===== src/rtl/elastic_pipe_m.sv =====
// Elastic DEPTH-stage register pipeline with valid/ready handshake on both ends,
// bubble collapsing, global hold (enb), synchronous flush and occupancy count.
module elastic_pipe_m #(
    parameter int W     = 8,
    parameter int DEPTH = 3,
    parameter int CW    = $clog2(DEPTH + 1)
) (
    input  logic          clk,
    input  logic          rst,
    input  logic          enb,
    input  logic          flush,
    input  logic          in_valid,
    output logic          in_ready,
    input  logic [W-1:0]  d,
    output logic          out_valid,
    input  logic          out_ready,
    output logic [W-1:0]  q,
    output logic [CW-1:0] count
);

    logic [DEPTH-1:0] v_r;
    logic [W-1:0]     data_r     [DEPTH];
    logic [DEPTH-1:0] rdy_s;
    logic             chain_s;
    logic [DEPTH-1:0] v_src_s;
    logic [W-1:0]     data_src_s [DEPTH];
    logic             run_s;

    function automatic logic [CW-1:0] popcount(input logic [DEPTH-1:0] v);
        logic [CW-1:0] n;
        n = {CW{1'b0}};
        for (int i = 0; i < DEPTH; i++) begin
            n = n + CW'(v[i]);
        end
        return n;
    endfunction

    // Ready chain: a stage may advance if it, or any stage after it, is empty, or the sink is ready.
    always_comb begin
        rdy_s   = {DEPTH{1'b0}};
        chain_s = out_ready;
        for (int i = DEPTH - 1; i >= 0; i--) begin
            chain_s  = chain_s | ~v_r[i];
            rdy_s[i] = chain_s;
        end
    end

    // Stage sources: stage 0 takes the input port, stage i takes stage i-1.
    always_comb begin
        v_src_s       = {DEPTH{1'b0}};
        v_src_s[0]    = in_valid;
        data_src_s[0] = d;
        for (int i = 1; i < DEPTH; i++) begin
            v_src_s[i]    = v_r[i-1];
            data_src_s[i] = data_r[i-1];
        end
    end

    // Handshakes are masked while held or flushing; count always shows the real occupancy.
    assign run_s     = enb & ~flush;
    assign in_ready  = run_s & rdy_s[0];
    assign out_valid = run_s & v_r[DEPTH-1];
    assign q         = data_r[DEPTH-1];
    assign count     = popcount(v_r);

    // Stage registers: flush clears valids only, hold freezes everything.
    always_ff @(posedge clk or posedge rst) begin
        if (rst) begin
            v_r <= {DEPTH{1'b0}};
            for (int i = 0; i < DEPTH; i++) begin
                data_r[i] <= {W{1'b0}};
            end
        end else if (flush) begin
            v_r <= {DEPTH{1'b0}};
        end else if (enb) begin
            for (int i = 0; i < DEPTH; i++) begin
                if (rdy_s[i]) begin
                    v_r[i]    <= v_src_s[i];
                    data_r[i] <= data_src_s[i];
                end
            end
        end
    end

endmodule

===== config.mk =====
export PLATFORM = sky130hd
export DESIGN_NAME = elastic_pipe_m
export DESIGN_NICKNAME = d
export VERILOG_FILES = /design/src/rtl/elastic_pipe_m.sv
export SDC_FILE = /design/constraint.sdc
export NUM_CORES = 1
export LEC_CHECK = 0
export BUFFER_PORTS_ARGS = -buffer_cell sky130_fd_sc_hd__clkbuf_2
export CAP_MARGIN = 20
export CORE_MARGIN = 5
export CORE_UTILIZATION = 47
export CTS_CLUSTER_DIAMETER = 150
export DETAILED_ROUTE_END_ITERATION = 10
export HOLD_SLACK_MARGIN = 0.15
export PLACE_DENSITY_LB_ADDON = 0.25
export SLEW_MARGIN = 20
export SYNTH_ARGS = -nofsm -noshare
export SYNTH_HDL_FRONTEND = slang
export SYNTH_SLANG_ARGS = --single-unit

===== constraint.sdc =====
create_clock -name clk -period 1.2 [get_ports clk]
set_input_delay 0.3 -clock clk [delete_from_list [all_inputs] [get_ports clk]]
set_output_delay 0.3 -clock clk [all_outputs]
set_load 0.02 [all_outputs]

==> impl_results.md, run 1 <==
* Pwr dens at about 1400 nW/µm²
* Min cycle time layout at 1770 ps
* Wire length per cell at approximately 15 µm
* Die Wd at 59.8 µm
* Final Slew Violations at 0
* Setup crit end kind: output pin
* Flop pwr share at 50.2%
* CTS clk-pin slew, worst paths at 140 ps
* Pre-CTS setup slack at -261 ps
* Worst-margin pin slew at 340 ps
* Hpwl dp at 1480 µm
* Clk root buf: clkbuf_4
* CTS tree: built
* Worst Path Buf+Inv at 1
* Final worst slack at -565 ps
* HP Class: input pin to flip-flop
* Final Skew at about 4.5 ps
* Failing checks: setup timing
* Seq cells post-synth at 27
* RSZ-0062 raised after global routing: yes
* Post-Synthesis Cell Area at 1160 µm²
* F_max at 566 MHz
* Layout cell share with drive strength beyond 1 at roughly 72%
* Io pins at 26
* CP required at ~900 ps
* Cell internal pwr at ~1.8 mW
* Die footprint at between 3000 and 4000 µm²
* Number of diodes at 0
* Iteration-0 DRC Markers at 12
* Core area at 2430 µm²
* Initial Util at 47.9%
* Chip height at 59.8 µm
* Sw frac at 27.7%
* H-tree levels at 1
* Initial antenna violation count at 0
* First-pass GRT wire length at 3730 µm
* CP top delay family: adder cells
* Startpoint types: flip-flop
* Row count at 18
* CTS Sinks at 27
* Vias in the first global route at slightly above 800
* Seq/Total Area, Yosys at approximately 58%
* GPL Wtd Cong at roughly 0.79
* Sw Pwr at just under 700 µW
* Post-synthesis cell count at 78
* Layout Utilization at 70.2%
* Largest net degree at the start of global routing at 28
* Overall Power at 2.45 mW
* Total CTS buffers at 3
* Run status: complete, but fails checks
* Syn. warnings at 0
* Total gr overflow at 0
* Leak at 0.875 nW
* Max-Cap Viols at 0
* Finish-stage setup viols at 29
* # fillers at 164
* Synthesized Nets at 93
* I/O Buffers at 25
* Hold Vio Cnt, Final at 0
* Via count at 738
* Crit path cell chain: fa_2 -> buf_8
* Period utilization at 147%
* Worst IR drop on VDD at around 920 µV
* DRT Wirelength at 2280 µm
* Synth-to-layout area growth at 46.5%
* Synth unique cells at 16
* Clk_lat worst skew at about 320 ps
* CP max-delay cell: fa_2
* Synth Area per Inst at around 15 µm²
* Worst path max stage delay at 600 ps
* Number of vias per cell at 4.82
* Total GRT Usage at 14.3%
* NumNets Final at 139
* Arr. time, crit path at 1470 ps
* Clock Path Buffers at 2
* Clock power share at about 16%
* Critical path type: flip-flop to output pin
* DRC errors left at 0
* DRT antenna net count at 0
* Max FO, Critical Path at 2
* Slew margin rel. at between 70 and 80%
* Pre-antenna DRT Iters at 4
* Combinational share of power at between 30 and 40%
## registers in the layout (all words and copies together), names as in the netlist
name	cells
data_r	16
q	8
v_r	3
## power groups by stage
stage / clock network [mW] / registers, mW / logic (mW)
after floorplan: 0 / 1.19 / 0.513
after global placement: 0 / 1.21 / 0.539
after detailed placement: 0 / 1.23 / 0.554
after CTS: 0.391 / 1.21 / 0.634
after global routing: 0.435 / 1.25 / 0.895
final: 0.381 / 1.23 / 0.841
## Yosys cell counts
| cell | number | share of area [%] |
|---|---|---|
| a21oi_1 | 2 | 0.86 |
| a22oi_1 | 1 | 0.64 |
| a311oi_1 | 1 | 0.75 |
| and2_2 | 1 | 0.64 |
| and2b_4 | 1 | 0.86 |
| buf_4 | 8 | 5.2 |
| dfrtp_1 | 27 | 58 |
| fa_1 | 1 | 1.7 |
| inv_1 | 5 | 1.6 |
| mux2_2 | 24 | 23 |
| mux2i_1 | 1 | 0.86 |
| nand2_1 | 1 | 0.32 |
| nand2_2 | 1 | 0.54 |
| nand3b_4 | 1 | 1.7 |
| nor2_1 | 1 | 0.32 |
| o21ai_4 | 2 | 2.8 |
## per-layer routing
metal	track usage, %	vias up	routed length (µm)
li1	-	351	-
met1	17.4	365	983
met2	24.4	18	1150
met3	3.24	4	110
met4	5.70	0	31
met5	0	-	0
## timing repair
item,in CTS,in global routing
setup buffers,5,10
hold endpoints to repair,27,0
gates resized for setup,22,47
pin swaps,3,3
endpoints found under the setup margin,29,37
hold buffers,1,0
## path summary, 6_finish.rpt
path | cells past startpoint | to | startpoint | slack, ps
worst max-delay path | 2 | count[0] | v_r[0] | -570
worst min-delay path | 2 | data_r[21] | d[5] | 200
worst max register to register | 8 | q[4] | v_r[2] | -360
worst min register to register | 1 | q[6] | data_r[14] | 520
max in group asynchronous | 4 | v_r[2] | rst | 390
min in group asynchronous | 4 | q[5] | rst | 540
## layout make-up
cell class | count | area [µm²] | area share, %
clock buffers | 4 | 26.3 | 1.54
inverters | 5 | 21.3 | 1.25
flip-flops and latches | 27 | 678 | 39.7
well taps | 30 | 37.5 | 2.20
multi-input cells | 38 | 499 | 29.3
repair buffers | 49 | 444 | 26.0
## logic make-up after synthesis
kind of cell	share of synthesized area, %
AND/OR/NAND/NOR	4.40
flip-flops	58.0
AO/OA/AOI/OAI	5.05
adder cells (fa/ha/maj)	1.72
multiplexers	24.1
buffers and inverters	6.77
## metrics by stage
step	area, µm²	hold WS [ps]	std cells	setup TNS (ps)
2_1_floorplan	1190	353	78	-1120
3_5_place_dp	1360	366	134	-3650
6_report	1710	201	153	-8460
4_1_cts	1530	195	144	-4920
5_1_grt	1710	183	153	-9340
3_3_place_gp	1360	354	134	-3040
## cells in the final DEF (no fill, tap or decap)
master         count
and2_4             1
dfrtp_2            2
fa_2               1
clkbuf_1           1
nand2_8            1
mux2i_1            1
a22oi_2            1
a311oi_2           1
inv_1              2
inv_4              1
clkbuf_4           3
dfrtp_1           25
buf_4             11
a21oi_1            2
clkbuf_2          13
nand3b_4           1
dlygate4sd3_1      1
buf_12             1
and2b_4            1
buf_6             21
mux2_2             8
mux2_4            16
nor2_1             1
nand2_1            1
inv_2              2
o21ai_4            2
buf_8              2
(Power assumes the default switching activity.)
==> inputs of run 2 (changes only) <==
--- a/config.mk
+++ b/config.mk
@@ -7,11 +7,9 @@
 export LEC_CHECK = 0
 export BUFFER_PORTS_ARGS = -buffer_cell sky130_fd_sc_hd__clkbuf_2
 export CAP_MARGIN = 20
-export CORE_MARGIN = 5
 export CORE_UTILIZATION = 47
 export CTS_CLUSTER_DIAMETER = 150
 export DETAILED_ROUTE_END_ITERATION = 10
-export HOLD_SLACK_MARGIN = 0.15
 export PLACE_DENSITY_LB_ADDON = 0.25
 export SLEW_MARGIN = 20
 export SYNTH_ARGS = -nofsm -noshare
==> run 2 against run 1 <==
Compared with the run above: non-clock buffer count increased by 1; the run still ends with setup timing left; sequential power barely moved; utilization rose by 6.3 points; sequential cell count did not move; critical endpoint unchanged; worst hold slack better by 3.0 ps.
==> impl_results.md, run 2 (synthesis results as in run 1) <==
* DRT antenna net count at 0
* Leak at 0.919 nW
* Combinational share of power at a little over a third
* Wire length per cell at between 15 and 20 µm
* Failing checks: setup timing
* CP required at 900 ps
* Worst path max stage delay at 600 ps
* Commonest non-fill, non-tap cell in the layout: dfrtp_1
* Largest register by flop count: data_r
* Via count at 748
* Chip height at 51.8 µm
* Arr. time, crit path at 1450 ps
* Core area at 2280 µm²
* Min cycle time layout at 1750 ps
* Hold Vio Cnt, Final at 0
* Finish-stage setup viols at 28
* Sw frac at 27.5%
* Final Slew Violations at 0
* Synth-to-layout area growth at 49.4%
* Vias in the first global route at 759
* Total gr overflow at 0
* Startpoint types: flip-flop
* Final worst slack at -545 ps
* Initial antenna violation count at 0
* DRT Wirelength at 2290 µm
* DRC errors left at 0
* Clock Path Buffers at 2
* Sequential cell area at 678 µm²
* Number of vias per cell at just under 5
* CTS Sinks at 27
* Sw Pwr at roughly 700 µW
* Max FFs per register at 16
* Run status: complete, but fails checks
* Largest net degree at the start of global routing at 28
* Clk_lat worst skew at 310 ps
* Die footprint at 2680 µm²
* Clock power share at 15.1%
* CTS clk-pin slew, worst paths at 140 ps
* Worst Path Buf+Inv at 1
* CP max-delay cell: fa_2
* NumNets Final at 140
* Critical path type: flip-flop to output pin
* I/O Buffers at 25
* Final TNS setup at -5990 ps
* Total GRT Usage at between 15 and 20%
* Layout cell share with drive strength beyond 1 at a little under three quarters
* Crit path cell chain: fa_2 -> buf_8
* Iteration-0 DRC Markers at 16
* Flop pwr share at 49.1%
* Worst-margin pin slew at roughly 330 ps
* F_max at 573 MHz
* Max-Cap Viols at 0
* # placed instances at 134
* Total CTS buffers at 3
* Worst IR drop on VDD at around 1000 µV
* CTS tree: built
* Clk root buf: clkbuf_4
* Initial Util at about half
* Io pins at 26
* Pwr dens at 1450 nW/µm²
* Period utilization at 145%
* Final Skew at 5.77 ps
* Design area at 1740 µm²
* Slew margin rel. at 78.2%
* RSZ-0062 raised after global routing: yes
* GPL Wtd Cong at approximately 0.85
* Most frequent cells in the layout: dfrtp_1, mux2_4, buf_6, clkbuf_2, buf_4
* Number of diodes at 0
* HP Class: input pin to flip-flop
* Max FO, Critical Path at 2
* Die Wd at 51.8 µm
* H-tree levels at 1
* Cell Count, Final, Fillers Out at 152
* Row count at 17
* Setup crit end kind: output pin
* Pre-antenna DRT Iters at 4
* DP Area at 1370 µm²
* Cell internal pwr at ~1.8 mW
* CP top delay family: adder cells
* Area of the multi-input gates at 524 µm²
* First-pass GRT wire length at 3390 µm
* # fillers at 142
[run 2: what timing repair did]
item | CTS | global route
hold buffers | 1 | 0
endpoints found under the hold margin | 27 | 0
resized for setup | 28 | 50
pin swaps | 2 | 3
setup endpoints to repair | 28 | 37
buffers inserted | 6 | 12
[run 2: power by group through the flow]
| stage | Combinational, mW | Clock (mW) | Sequential, mW |
|---|---|---|---|
| floorplan | 0.513 | 0 | 1.19 |
| global placement | 0.536 | 0 | 1.22 |
| detailed placement | 0.554 | 0 | 1.23 |
| CTS | 0.657 | 0.391 | 1.21 |
| global route | 0.961 | 0.429 | 1.26 |
| finish | 0.900 | 0.381 | 1.24 |
[run 2: worst reg2reg max path: cells and delay by family (launching register included)]
family	cells	cell delay (ps)
AOI/OAI and AO/OA	1	170
and+or+nand+nor	1	100
muxes	1	280
buffers and inverters	3	400
DFF	1	410
[run 2: final timing paths]
check | depth (start not counted) | end | start | slack, ps
max | 2 | count[0] | v_r[0] | -550
min | 2 | data_r[16] | d[0] | 200
max reg2reg | 6 | data_r[22] | v_r[2] | -250
min reg2reg | 1 | q[6] | data_r[14] | 520
max in group asynchronous | 4 | v_r[2] | rst | 400
min in group asynchronous | 4 | data_r[15] | rst | 530
[run 2: metrics by stage]
step,total power [mW],hold slack [ps],util [%],setup WS (ps)
finish,2.52,204,76.5,-545
floorplan,1.71,353,-,-134
CTS,2.26,196,69.0,-577
global placement,1.75,349,60.3,-221
global route,2.65,189,76.5,-592
detailed placement,1.78,353,60.3,-254
[run 2: routing by layer]
| layer | up-vias | share of wire (%) | GRT usage, % |
|---|---|---|---|
| met1 | 374 | 42 | 21.3 |
| met4 | 0 | 2.4 | 5.86 |
| met3 | 6 | 2.0 | 3.51 |
| met2 | 15 | 54 | 32.0 |
| met5 | - | 0 | 0 |
| li1 | 353 | - | - |
[run 2: cell type report]
cell class / count / area share, %
Clock buffer: 4 / 1.51
Inverter: 5 / 1.22
Multi-Input combinational cell: 38 / 30.1
Sequential cell: 27 / 39.0
Timing Repair Buffer: 50 / 26.2
Tap cell: 28 / 2.01
